`src/rtl/pipelined_adder_pkg.sv`:
```
// Shared types and defaults for the pipelined add/subtract unit.
// alu_flags_t is also consumed by the ALU and the branch unit.
package pipelined_adder_pkg;

    localparam int ADDER_WIDTH_DEFAULT  = 32;
    localparam int ADDER_STAGES_DEFAULT = 2;

    typedef struct packed {
        logic carry;
        logic overflow;
        logic zero;
        logic negative;
    } alu_flags_t;

endpackage

```
`src/rtl/pipelined_adder_if.sv`:
```
// Operand/result bundle of the pipelined adder.
// master drives operands and consumes results; slave is the adder itself.
interface pipelined_adder_if
    import pipelined_adder_pkg::*;
#(
    parameter int WIDTH = ADDER_WIDTH_DEFAULT
);

    // Handshake: a beat moves on a rising edge exactly when valid && ready are
    // both high; a producer holding valid keeps its payload stable until then.
    logic             in_valid;
    logic             in_ready;
    logic [WIDTH-1:0] a;
    logic [WIDTH-1:0] b;
    logic             sub;
    logic             out_valid;
    logic             out_ready;
    logic [WIDTH-1:0] result;
    logic             carry;
    logic             overflow;
    logic             zero;
    logic             negative;

    modport master (
        output in_valid, a, b, sub, out_ready,
        input  in_ready, out_valid, result, carry, overflow, zero, negative
    );

    modport slave (
        input  in_valid, a, b, sub, out_ready,
        output in_ready, out_valid, result, carry, overflow, zero, negative
    );

endinterface

```
`src/rtl/adder_stage.sv`:
```
// One pipeline slice: adds chunk IDX of A and effective B plus the incoming
// carry, and registers the partial result, carry and remaining operands.
module adder_stage #(
    parameter int WIDTH  = 32,
    parameter int STAGES = 2,
    parameter int IDX    = 0
) (
    input  logic             clk,
    input  logic             rst,
    input  logic             valid_i,
    output logic             ready_o,
    input  logic             ready_i,
    input  logic [WIDTH-1:0] a_i,
    input  logic [WIDTH-1:0] b_i,
    input  logic [WIDTH-1:0] res_i,
    input  logic             carry_i,
    input  logic             sub_i,
    output logic             valid_o,
    output logic [WIDTH-1:0] a_o,
    output logic [WIDTH-1:0] b_o,
    output logic [WIDTH-1:0] res_o,
    output logic             carry_o,
    output logic             sub_o,
    output logic             load_o,
    output logic [WIDTH-1:0] res_nxt_o,
    output logic             carry_nxt_o,
    output logic             msb_cin_nxt_o
);

    localparam int CW = WIDTH / STAGES;
    localparam int LO = IDX * CW;

    logic [CW:0]      sum;
    logic             valid_q, valid_d;
    logic             carry_q, carry_d;
    logic             sub_q, sub_d;
    logic [WIDTH-1:0] a_q, a_d;
    logic [WIDTH-1:0] b_q, b_d;
    logic [WIDTH-1:0] res_q, res_d;

    // An empty slice accepts even when downstream is stalled (bubble collapse).
    assign ready_o = !valid_q || ready_i;
    assign load_o  = valid_i && ready_o;

    always_comb begin
        sum                 = {1'b0, a_i[LO +: CW]} + {1'b0, b_i[LO +: CW]} + {{CW{1'b0}}, carry_i};
        res_nxt_o           = res_i;
        res_nxt_o[LO +: CW] = sum[CW-1:0];
        carry_nxt_o         = sum[CW];
        // Carry into the top bit of this chunk, recovered from the sum bit.
        msb_cin_nxt_o       = a_i[LO+CW-1] ^ b_i[LO+CW-1] ^ sum[CW-1];
    end

    always_comb begin
        valid_d = ready_o ? valid_i : valid_q;
        a_d     = a_q;
        b_d     = b_q;
        res_d   = res_q;
        carry_d = carry_q;
        sub_d   = sub_q;
        if (load_o) begin
            a_d     = a_i;
            b_d     = b_i;
            res_d   = res_nxt_o;
            carry_d = carry_nxt_o;
            sub_d   = sub_i;
        end
    end

    always_ff @(posedge clk) begin
        if (rst) begin
            valid_q <= 1'b0;
            a_q     <= '0;
            b_q     <= '0;
            res_q   <= '0;
            carry_q <= 1'b0;
            sub_q   <= 1'b0;
        end else begin
            valid_q <= valid_d;
            a_q     <= a_d;
            b_q     <= b_d;
            res_q   <= res_d;
            carry_q <= carry_d;
            sub_q   <= sub_d;
        end
    end

    assign valid_o = valid_q;
    assign a_o     = a_q;
    assign b_o     = b_q;
    assign res_o   = res_q;
    assign carry_o = carry_q;
    assign sub_o   = sub_q;

endmodule

```
`src/rtl/pipelined_adder.sv`:
```
// Pipelined add/subtract with valid/ready flow control and ALU status flags.
// Define PIPELINED_ADDER_FLAGS_EN to build the flag logic; otherwise flags tie to 0.
module pipelined_adder
    import pipelined_adder_pkg::*;
#(
    parameter int WIDTH  = ADDER_WIDTH_DEFAULT,
    parameter int STAGES = ADDER_STAGES_DEFAULT
) (
    input  logic              clk,
    input  logic              rst,
    pipelined_adder_if.slave  bus
);

    // Index 0 is the operand port; index k+1 is the output of slice k.
    logic             valid_w [STAGES+1];
    logic             ready_w [STAGES+1];
    logic [WIDTH-1:0] a_w     [STAGES+1];
    logic [WIDTH-1:0] b_w     [STAGES+1];
    logic [WIDTH-1:0] res_w   [STAGES+1];
    logic             carry_w [STAGES+1];
    logic             sub_w   [STAGES+1];

    logic             load_last;
    logic [WIDTH-1:0] res_nxt_last;
    logic             carry_nxt_last;
    logic             msb_cin_last;

    // Subtraction is a + ~b + 1: invert B here and feed sub in as carry-in.
    assign valid_w[0]      = bus.in_valid;
    assign a_w[0]          = bus.a;
    assign b_w[0]          = bus.b ^ {WIDTH{bus.sub}};
    assign res_w[0]        = '0;
    assign carry_w[0]      = bus.sub;
    assign sub_w[0]        = bus.sub;
    assign ready_w[STAGES] = bus.out_ready;
    assign bus.in_ready    = ready_w[0];

    for (genvar k = 0; k < STAGES; k++) begin : g_stage
        logic             load;
        logic [WIDTH-1:0] res_nxt;
        logic             carry_nxt;
        logic             msb_cin_nxt;

        adder_stage #(
            .WIDTH (WIDTH),
            .STAGES(STAGES),
            .IDX   (k)
        ) u_stage (
            .clk          (clk),
            .rst          (rst),
            .valid_i      (valid_w[k]),
            .ready_o      (ready_w[k]),
            .ready_i      (ready_w[k+1]),
            .a_i          (a_w[k]),
            .b_i          (b_w[k]),
            .res_i        (res_w[k]),
            .carry_i      (carry_w[k]),
            .sub_i        (sub_w[k]),
            .valid_o      (valid_w[k+1]),
            .a_o          (a_w[k+1]),
            .b_o          (b_w[k+1]),
            .res_o        (res_w[k+1]),
            .carry_o      (carry_w[k+1]),
            .sub_o        (sub_w[k+1]),
            .load_o       (load),
            .res_nxt_o    (res_nxt),
            .carry_nxt_o  (carry_nxt),
            .msb_cin_nxt_o(msb_cin_nxt)
        );

        if (k == STAGES - 1) begin : g_last
            assign load_last      = load;
            assign res_nxt_last   = res_nxt;
            assign carry_nxt_last = carry_nxt;
            assign msb_cin_last   = msb_cin_nxt;
        end else begin : g_mid
            logic unused_nxt;
            assign unused_nxt = ^{load, res_nxt, carry_nxt, msb_cin_nxt};
        end
    end

    assign bus.out_valid = valid_w[STAGES];
    assign bus.result    = res_w[STAGES];

    logic unused_tail;
    assign unused_tail = ^{a_w[STAGES], b_w[STAGES], carry_w[STAGES], sub_w[STAGES]};

`ifdef PIPELINED_ADDER_FLAGS_EN
    alu_flags_t flags_q, flags_d;

    // Flags load with the final slice so they stay aligned with result.
    always_comb begin
        flags_d = flags_q;
        if (load_last) begin
            flags_d.carry    = carry_nxt_last;
            flags_d.overflow = msb_cin_last ^ carry_nxt_last;
            flags_d.zero     = ~|res_nxt_last;
            flags_d.negative = res_nxt_last[WIDTH-1];
        end
    end

    always_ff @(posedge clk) begin
        if (rst) begin
            flags_q <= '0;
        end else begin
            flags_q <= flags_d;
        end
    end

    assign bus.carry    = flags_q.carry;
    assign bus.overflow = flags_q.overflow;
    assign bus.zero     = flags_q.zero;
    assign bus.negative = flags_q.negative;
`else
    logic unused_flags;
    assign unused_flags = ^{load_last, res_nxt_last, carry_nxt_last, msb_cin_last};

    assign bus.carry    = 1'b0;
    assign bus.overflow = 1'b0;
    assign bus.zero     = 1'b0;
    assign bus.negative = 1'b0;
`endif

endmodule

```
`src/flat_wrapper.sv`:
```
// flat-port wrapper written by rule: the top's interface ports become plain ports
module pipelined_adder_flat import pipelined_adder_pkg::*;
#(
    parameter int WIDTH  = ADDER_WIDTH_DEFAULT,
    parameter int STAGES = ADDER_STAGES_DEFAULT
)
  (clk, rst, bus_in_valid, bus_a, bus_b, bus_sub, bus_out_ready, bus_in_ready, bus_out_valid, bus_result, bus_carry, bus_overflow, bus_zero, bus_negative);
  pipelined_adder_if #(.WIDTH(WIDTH)) bus_i ();
  input  logic clk;
  input  logic rst;
  input wire logic [$bits(bus_i.in_valid)-1:0] bus_in_valid;
  input wire logic [$bits(bus_i.a)-1:0] bus_a;
  input wire logic [$bits(bus_i.b)-1:0] bus_b;
  input wire logic [$bits(bus_i.sub)-1:0] bus_sub;
  input wire logic [$bits(bus_i.out_ready)-1:0] bus_out_ready;
  output wire logic [$bits(bus_i.in_ready)-1:0] bus_in_ready;
  output wire logic [$bits(bus_i.out_valid)-1:0] bus_out_valid;
  output wire logic [$bits(bus_i.result)-1:0] bus_result;
  output wire logic [$bits(bus_i.carry)-1:0] bus_carry;
  output wire logic [$bits(bus_i.overflow)-1:0] bus_overflow;
  output wire logic [$bits(bus_i.zero)-1:0] bus_zero;
  output wire logic [$bits(bus_i.negative)-1:0] bus_negative;
  assign bus_i.in_valid = bus_in_valid;
  assign bus_i.a = bus_a;
  assign bus_i.b = bus_b;
  assign bus_i.sub = bus_sub;
  assign bus_i.out_ready = bus_out_ready;
  assign bus_in_ready = bus_i.in_ready;
  assign bus_out_valid = bus_i.out_valid;
  assign bus_result = bus_i.result;
  assign bus_carry = bus_i.carry;
  assign bus_overflow = bus_i.overflow;
  assign bus_zero = bus_i.zero;
  assign bus_negative = bus_i.negative;
  pipelined_adder #(.WIDTH(WIDTH), .STAGES(STAGES)) u_core (.clk(clk), .rst(rst), .bus(bus_i));
endmodule
```
`config.mk`:
```
export PLATFORM = sky130hd
export DESIGN_NAME = pipelined_adder_flat
export DESIGN_NICKNAME = d
export VERILOG_FILES = /design/src/rtl/pipelined_adder_pkg.sv /design/src/rtl/pipelined_adder_if.sv /design/src/rtl/adder_stage.sv /design/src/rtl/pipelined_adder.sv /design/src/flat_wrapper.sv
export SDC_FILE = /design/constraint.sdc
export NUM_CORES = 1
export LEC_CHECK = 0
export CAP_MARGIN = 20
export CORE_UTILIZATION = 40
export CTS_CLUSTER_SIZE = 14
export DETAILED_ROUTE_END_ITERATION = 10
export GPL_ROUTABILITY_DRIVEN = 0
export PLACE_DENSITY_LB_ADDON = 0.05
export SYNTH_ARGS = -nofsm -noshare
export SYNTH_HDL_FRONTEND = slang
export SYNTH_SLANG_ARGS = --single-unit
export TNS_END_PERCENT = 30
```
`constraint.sdc`:
```
create_clock -name clk -period 4.7 [get_ports clk]
set_input_delay 0.47 -clock clk [delete_from_list [all_inputs] [get_ports clk]]
set_output_delay 0.47 -clock clk [all_outputs]
set_load 0.01 [all_outputs]
```
# Yosys cells after proc, flatten, opt, wreduce, memory -nomap -nowiden
# Index checks and enable logic that the tools add are counted.
dict set report word_totals {
  regBits 115
  out_inout_bits 38
  elab_cells 18
}
dict set report classes {
  add_sub_neg 4
  n_bitwise 1
  reduce_logical 6
}
# op n
set op_table {}
lappend op_table {{$xor A32 B32 Y32} 1}
lappend op_table {{$add A16 B16 Y17} 1}
lappend op_table {{$add A17 B1 Y17} 1}
lappend op_table {{$add A16 B1 Y16} 1}
lappend op_table {{$add A16 B16 Y16} 1}
lappend op_table {{$logic_and A1 B1 Y1} 2}
lappend op_table {{$logic_not A1 Y1} 2}
lappend op_table {{$logic_or A1 B1 Y1} 2}

# Logic depth before layout (Yosys ltp)
# Gate-level depths: netlist (run 1).
dict set report depth {
  word_depth 4
  depth_mapped 11
  depth_no_buf 9
}

# By module
# A second synthesis (run 1) with hierarchy kept.
dict set report hier_totals {
  hier_cells 1156
  area_unflattened_um2 9171.3
}
# module n_inst cells_per_inst area_each_um2
set modules_own_cells {}
lappend modules_own_cells {{adder_stage at u_core.g_stage[0].u_stage} 1 570 4495.6}
lappend modules_own_cells {{adder_stage at u_core.g_stage[1].u_stage} 1 545 4290.4}
lappend modules_own_cells {pipelined_adder 1 41 385.4}

# Least setup slack after synthesis (run 1)
# OpenSTA, ideal clock, no wires.
dict set report synth_timing {
  kind {input -> register}
  startpoint {input port bus_sub}
  endpoint {register u_core.g_stage[0].u_stage.res_q[14]}
  setup_ns 0.127
  arrival_time_ns 3.286
  required_ns 4.573
  slack_ns 1.287
  path_stages 11
  path_buffers 3
  cell_sequence {buf_2 -> buf_1 -> buf_2 -> xor2_1 -> ha_1 -> nor2b_4 -> o31a_1 -> o31a_1 -> a221o_1 -> and4_1 -> or3_1}
}
dict set report synth_between {
  elab_chain_len 3
}
# item line_no
set synth_lines {}
lappend synth_lines {{start, declared} flat_wrapper.sv:14} ;# input wire logic [$bits(bus_i.sub)-1:0] bus_sub;
lappend synth_lines {{$xor A32 B32 Y32} pipelined_adder.sv:31} ;# assign b_w[0] = bus.b ^ {WIDTH{bus.sub}};
lappend synth_lines {{$add A16 B16 Y17} adder_stage.sv:46} ;# sum = {1'b0, a_i[LO +: CW]} + {1'b0, b_i[LO +: CW]} + {{CW{1'b0}}, carry_i};
lappend synth_lines {{$add A17 B1 Y17 (*)} adder_stage.sv:46}
lappend synth_lines {{end signal, assigned} adder_stage.sv:82} ;# res_q <= res_d;
lappend synth_lines {{end, declared} adder_stage.sv:39} ;# logic [WIDTH-1:0] res_q, res_d;
# Mark *: on every way between the ends. The rest lies on a longest branch, timed or not.
# A chain may end at the register's enable or synchronous reset.

# Worst setup path in the final report (run 1)
# Same ends and word-level chain as after synthesis.

==> impl_metrics.yaml, run 1 <==
status:
  status: "complete, no violations"
clock_tree:
  clk_latency_ps: 350
  cts_num_sinks: 83
  htreeDepth: 3
  numCtsBuffers: 9
  clk_pin_slew_ps: 60
  cts_tree: "yes"
  post_cts_buffers: 0
  root_buffer: "clkbuf_16"
  postCtsHoldBufs: 0
  cts_resized: 0
  cts_buffer_depth: 2
sta:
  hold_slack_ps: 451
  setup_violations: 0
  period_minus_slack_ps: 3060
  rsz0062_at_grt: "false"
  worst_pin_slew_ps: 835
  slew_headroom_pct: 44.2
  slew_viol_final: 0
  clock.fmax_mhz: 327
  clock_skew_ps: 7.77
  fin_crit_sh_pct: 65.0
  final_hold_viol_count: 0
  fin_tns_setup_ps: 0
global_route:
  antenna_found_initial: 0
  gr-usage-all-layers_pct: 20.3
  grt_pass1_vias: 3797
  grt_max_degree: 77
  grt_pass1_wl_um: 18500
  grt_overflow: 0
die:
  die_w_um: 109
  start_util_pct: 41.7
  coreArea_mm2: 0.0110
  fp-row-count: 38
  die_h_um: 109
  die-area_mm2: 0.0119
  io-pin-count: 107
route:
  first_pass_iters: 5
  ant_nets: 0
  vias_per_cell: 5.28
  drc_errors: 0
  wl_per_cell_um: 14.4
  via_count: 4222
  drt_iter0_markers: 173
  drt-total-wl_um: 11500
cells_and_area:
  area_growth_pct: 32.1
  drive_gt1_share_pct: 4.40
  diodes: 0
  stdcell_area_mm2: 0.00607
  num-nets-final: 756
  mostFrequentLayoutCell: "clkdlybuf4s50_1"
  final_cells: 799
  fin_util_pct: 55.1
  fillCellCount: 1078
  final_cell_mix: "100 x clkdlybuf4s50_1, 90 x nand2_1, 83 x dfxtp_1"
power:
  vdd_drop_max_mv: 0.227
  power_leakage_nw: 2.38
  p_per_area_mw_per_mm2: 330
yosys:
  synth_seq_cells: 83
  ys.flop_type: "dfxtp_1"
  ys_warn_count: 0
  avgSynthCellArea_um2: 8.08
  synth_top_area_share_pct: 36.1
  synth.area.top_cells: "dfxtp_1 36%, ha_1 8.2%, nand2_1 7.3%, a21oi_1 7.0%, a211oi_1 4.6%"
  async_flop_share_pct: 0
  synthCells: 569
  ys_seq_area_share_pct: 36.1
  synth_edf_count: 0
  ys_types: 47
  syn_area_mm2: 0.00460
  synth_top_cell_by_area: "dfxtp_1"
placed_design:
  placed_cells: 781
  portBuffers: 102
  dp_hpwl_um: 8620
  placedInstanceArea_mm2: 0.00570
setup_path:
  path_max_fanout: 19
  start_kind: "input pin"
  crit_path_end_kind: "register"
  cp.required_ps: 4930
  criticalPathCategory: "in2reg"
  arrival_ps: 3290
min_path:
  hold_path_class: "reg2reg"
run:
  maxCapViolCount: 0
## power by group
group / internal (mW) / switching (mW)
logic: 0.217 / 0.235
registers: 0.757 / 0.0341
clock network: 0.468 / 0.292
## per-stage QoR
stage	worst slack, ps	power (mW)
2_1_floorplan	1290	1.08
3_3_place_gp	1360	1.24
3_5_place_dp	1290	1.25
4_1_cts	1650	2.02
5_1_grt	1510	2.11
6_report	1640	2.00
## worst paths after layout
kind / start / to / slack, ps / cells after the start
worst max register to register: u_core.g_stage[0].u_stage.carry_o$_SDFFE_PP0P_ / u_core.g_stage[1].u_stage.res_o[26]$_SDFFE_PP0P_ / 2080 / 9
worst min register to register: u_core.g_stage[1].u_stage.res_o[23]$_SDFFE_PP0P_ / u_core.g_stage[1].u_stage.res_o[23]$_SDFFE_PP0P_ / 450 / 2
worst max-delay path: bus_sub / u_core.g_stage[0].u_stage.res_o[14]$_SDFFE_PP0P_ / 1640 / 10
worst min-delay path: u_core.g_stage[1].u_stage.res_o[23]$_SDFFE_PP0P_ / u_core.g_stage[1].u_stage.res_o[23]$_SDFFE_PP0P_ / 450 / 2
## synth_stat cells, drive strengths merged (3+ instances only)
cell type and n:
dfxtp 83, o311ai 4, nand3 27, nor3 9
nand2 90, a211oi 28, fa 3, and3 5
nand4 8, o21ai 22, xnor2 21, xor2 24
inv 12, nor2 38, clkbuf 25, buf 13
o21bai 3, ha 30, o21a 7, a31oi 6
nor2b 5, a21o 9, a21oi 64
## cells by family (layout without fill, tap and decap cells)
logic type	after synthesis	after routing	synth area share (%)
other	1	4	0.0815
flip-flops	83	83	36.1
buffers and inverters	50	137	4.46
AO/OA/AOI/OAI	158	158	21.4
adder cells (fa/ha/maj)	33	33	9.47
XOR/XNOR	45	45	8.57
multiplexers	3	3	0.707
AND/OR/NAND/NOR	196	196	19.2
## sequential cells by signal, summed over array words and instances (netlist names)
signal and flops:
u_core.g_stage.u_stage.a_o 16, u_core.g_stage.u_stage.res_o 48, u_core.g_stage.u_stage.valid_o 2, u_core.g_stage.u_stage.b_o 16, u_core.g_stage.u_stage.carry_o 1
## layout make-up
| cell class | count | area, µm² | area share, % |
|---|---|---|---|
| inverters | 12 | 45.0 | 0.742 |
| flip-flops and latches | 83 | 1660 | 27.4 |
| clock inverters | 7 | 98.8 | 1.63 |
| repair buffers | 109 | 1120 | 18.5 |
| well taps | 140 | 175 | 2.88 |
| clock buffers | 9 | 225 | 3.71 |
| multi-input cells | 439 | 2750 | 45.2 |
## critical path, cell delays in order
cell and delay, ps:
buf_2 340, buf_4 370, xor2_1 180, ha_1 290, nor2b_4 150, o31a_1 270, o31a_1 300, a221o_1 400
and4_1 210, or3_1 290
## routing by layer
layer  track usage, %  up-vias  share of wire (%)
li1                 -     2186                  -
met1             29.3     1909                 51
met2             29.4      112                 42
met3             4.90       15                5.9
met4             6.57        0                1.5
met5                0        -                  0
Note: power is estimated with default switching activity, not from simulation.
==> run 2, diff against run 1 <==
==> constraint.sdc (replaced) <==
create_clock -name clk -period 2.85 [get_ports clk]
set_input_delay 0.285 -clock clk [delete_from_list [all_inputs] [get_ports clk]]
set_output_delay 0.285 -clock clk [all_outputs]
set_load 0.01 [all_outputs]
==> run 2 against run 1 <==
  * Worst hold slack got worse by 45 ps
  * Via count up 0.59%
  * Sequential share of layout area fell by 0.20 points
  * Power is 62% higher
  * Setup slack worse by 1500 ps
  * Wire length grew 0.60%
  * Sequential power is 66% higher
==> impl_metrics.yaml, run 2 (synthesized netlist as in run 1, its figures left out) <==
status:
  status: "complete, no violations"
sta:
  worst_pin_slew_ps: 789
  slew_headroom_pct: 47.3
  slew_viol_final: 0
  hold_slack_ps: 406
  setup_violations: 0
  fin_crit_sh_pct: 94.3
  rsz0062_at_grt: "false"
  clock.fmax_mhz: 372
  clock_skew_ps: 7.38
  final_hold_viol_count: 0
  fin_tns_setup_ps: 0
  worst_slack_ps: 163
  period_minus_slack_ps: 2690
power:
  comb_power_share_pct: 23.6
  power_mw: 3.25
  power_leakage_nw: 2.42
  sw_frac_of_total_pct: 28.2
  seq_power_share_pct: 40.2
  pwr-share-clk_pct: 36.2
  p_per_area_mw_per_mm2: 531
  power.internal_mw: 2.33
  vdd_drop_max_mv: 0.319
  switching_power_mw: 0.917
clock_tree:
  clk_pin_slew_ps: 60
  cts_tree: "yes"
  postCtsHoldBufs: 0
  cts_buffer_depth: 2
  clk_latency_ps: 330
  post_cts_buffers: 0
  cts_resized: 0
  htreeDepth: 3
  numCtsBuffers: 9
  cts_num_sinks: 83
  root_buffer: "clkbuf_16"
die:
  io-pin-count: 107
  die_w_um: 109
  die_h_um: 109
  start_util_pct: 41.7
  coreArea_mm2: 0.0110
  fp-row-count: 38
  die-area_mm2: 0.0119
setup_path:
  criticalPathCategory: "in2reg"
  r2r_slack_ps: 480
  max_stage_delay_ps: 480
  path_common_cell: "o31a_1"
  cp_cell_sequence: "clkdlybuf4s50_1 -> mux2_2 -> inv_1 -> fa_1 -> nor2b_4 -> o31a_1 -> o31a_1 -> a221o_1 -> and4_1 -> or3_1"
  crit_path_end_kind: "register"
  path_delay_family: "compound AO/OA/AOI/OAI gates"
  cp.required_ps: 3060
  path_buf_inv: 2
  start_kind: "input pin"
  path_max_fanout: 2
  critPathSlowestCell: "clkdlybuf4s50_1"
  arrival_ps: 2900
cells_and_area:
  num-nets-final: 771
  area_growth_pct: 33.1
  largest_reg_flops: 48
  fillCellCount: 1071
  drive_gt1_share_pct: 6.38
  stdcell_area_mm2: 0.00612
  diodes: 0
  fin_util_pct: 55.5
  mostFrequentLayoutCell: "clkdlybuf4s50_1"
  final_cell_mix: "100 x clkdlybuf4s50_1, 90 x nand2_1, 83 x dfxtp_1"
  final_cells: 814
route:
  vias_per_cell: 5.22
  drc_errors: 0
  drt-total-wl_um: 11600
  drt_iter0_markers: 291
  wl_per_cell_um: 14.2
  ant_nets: 0
  via_count: 4247
  first_pass_iters: 4
global_route:
  grt_overflow: 0
  gr-usage-all-layers_pct: 20.7
  grt_pass1_vias: 3899
  antenna_found_initial: 0
  grt_pass1_wl_um: 19100
  grt_max_degree: 53
placed_design:
  placedInstanceArea_mm2: 0.00582
  place_ws_ps: -184
  dp_hpwl_um: 8730
  placed_cells: 798
  portBuffers: 102
min_path:
  hold_path_class: "in2reg"
run:
  maxCapViolCount: 0
-- run 2: routing by layer --
metal	global-route usage (%)	share of wire (%)	vias up
li1	-	-	2207
met1	30.1	52	1920
met2	31.0	42	112
met3	3.59	5.2	8
met4	6.00	0.97	0
met5	0	0	-
-- run 2: worst paths after layout --
| check | endpoint | depth (start not counted) | from |
|---|---|---|---|
| hold / removal | u_core.g_stage[1].u_stage.res_o[18]$_SDFFE_PP0P_ | 2 | rst |
| hold reg to reg | u_core.g_stage[1].u_stage.res_o[20]$_SDFFE_PP0P_ | 2 | u_core.g_stage[1].u_stage.res_o[20]$_SDFFE_PP0P_ |
| setup reg to reg | u_core.g_stage[1].u_stage.res_o[26]$_SDFFE_PP0P_ | 9 | u_core.g_stage[0].u_stage.carry_o$_SDFFE_PP0P_ |
| setup / recovery | u_core.g_stage[0].u_stage.res_o[14]$_SDFFE_PP0P_ | 10 | bus_b[0] |
-- run 2: power by group through the flow --
stage	combinational (mW)	clock [mW]	sequential (mW)
final	0.767	1.17	1.31
after global routing	0.855	1.25	1.32
after CTS	0.767	1.19	1.31
after detailed placement	0.763	0	1.33
after global placement	0.755	0	1.33
after floorplan	0.467	0	1.32
-- run 2: cell type report --
| cell class | instances | area [µm²] | share of cell area (%) |
|---|---|---|---|
| inverter | 12 | 45.0 | 0.736 |
| sequential | 83 | 1660 | 27.2 |
| multi-input combinational | 439 | 2750 | 44.9 |
| clock buffer | 11 | 243 | 3.97 |
| tap | 140 | 175 | 2.86 |
| clock inverter | 5 | 61.3 | 1.00 |
| timing repair buffer | 124 | 1190 | 19.4 |
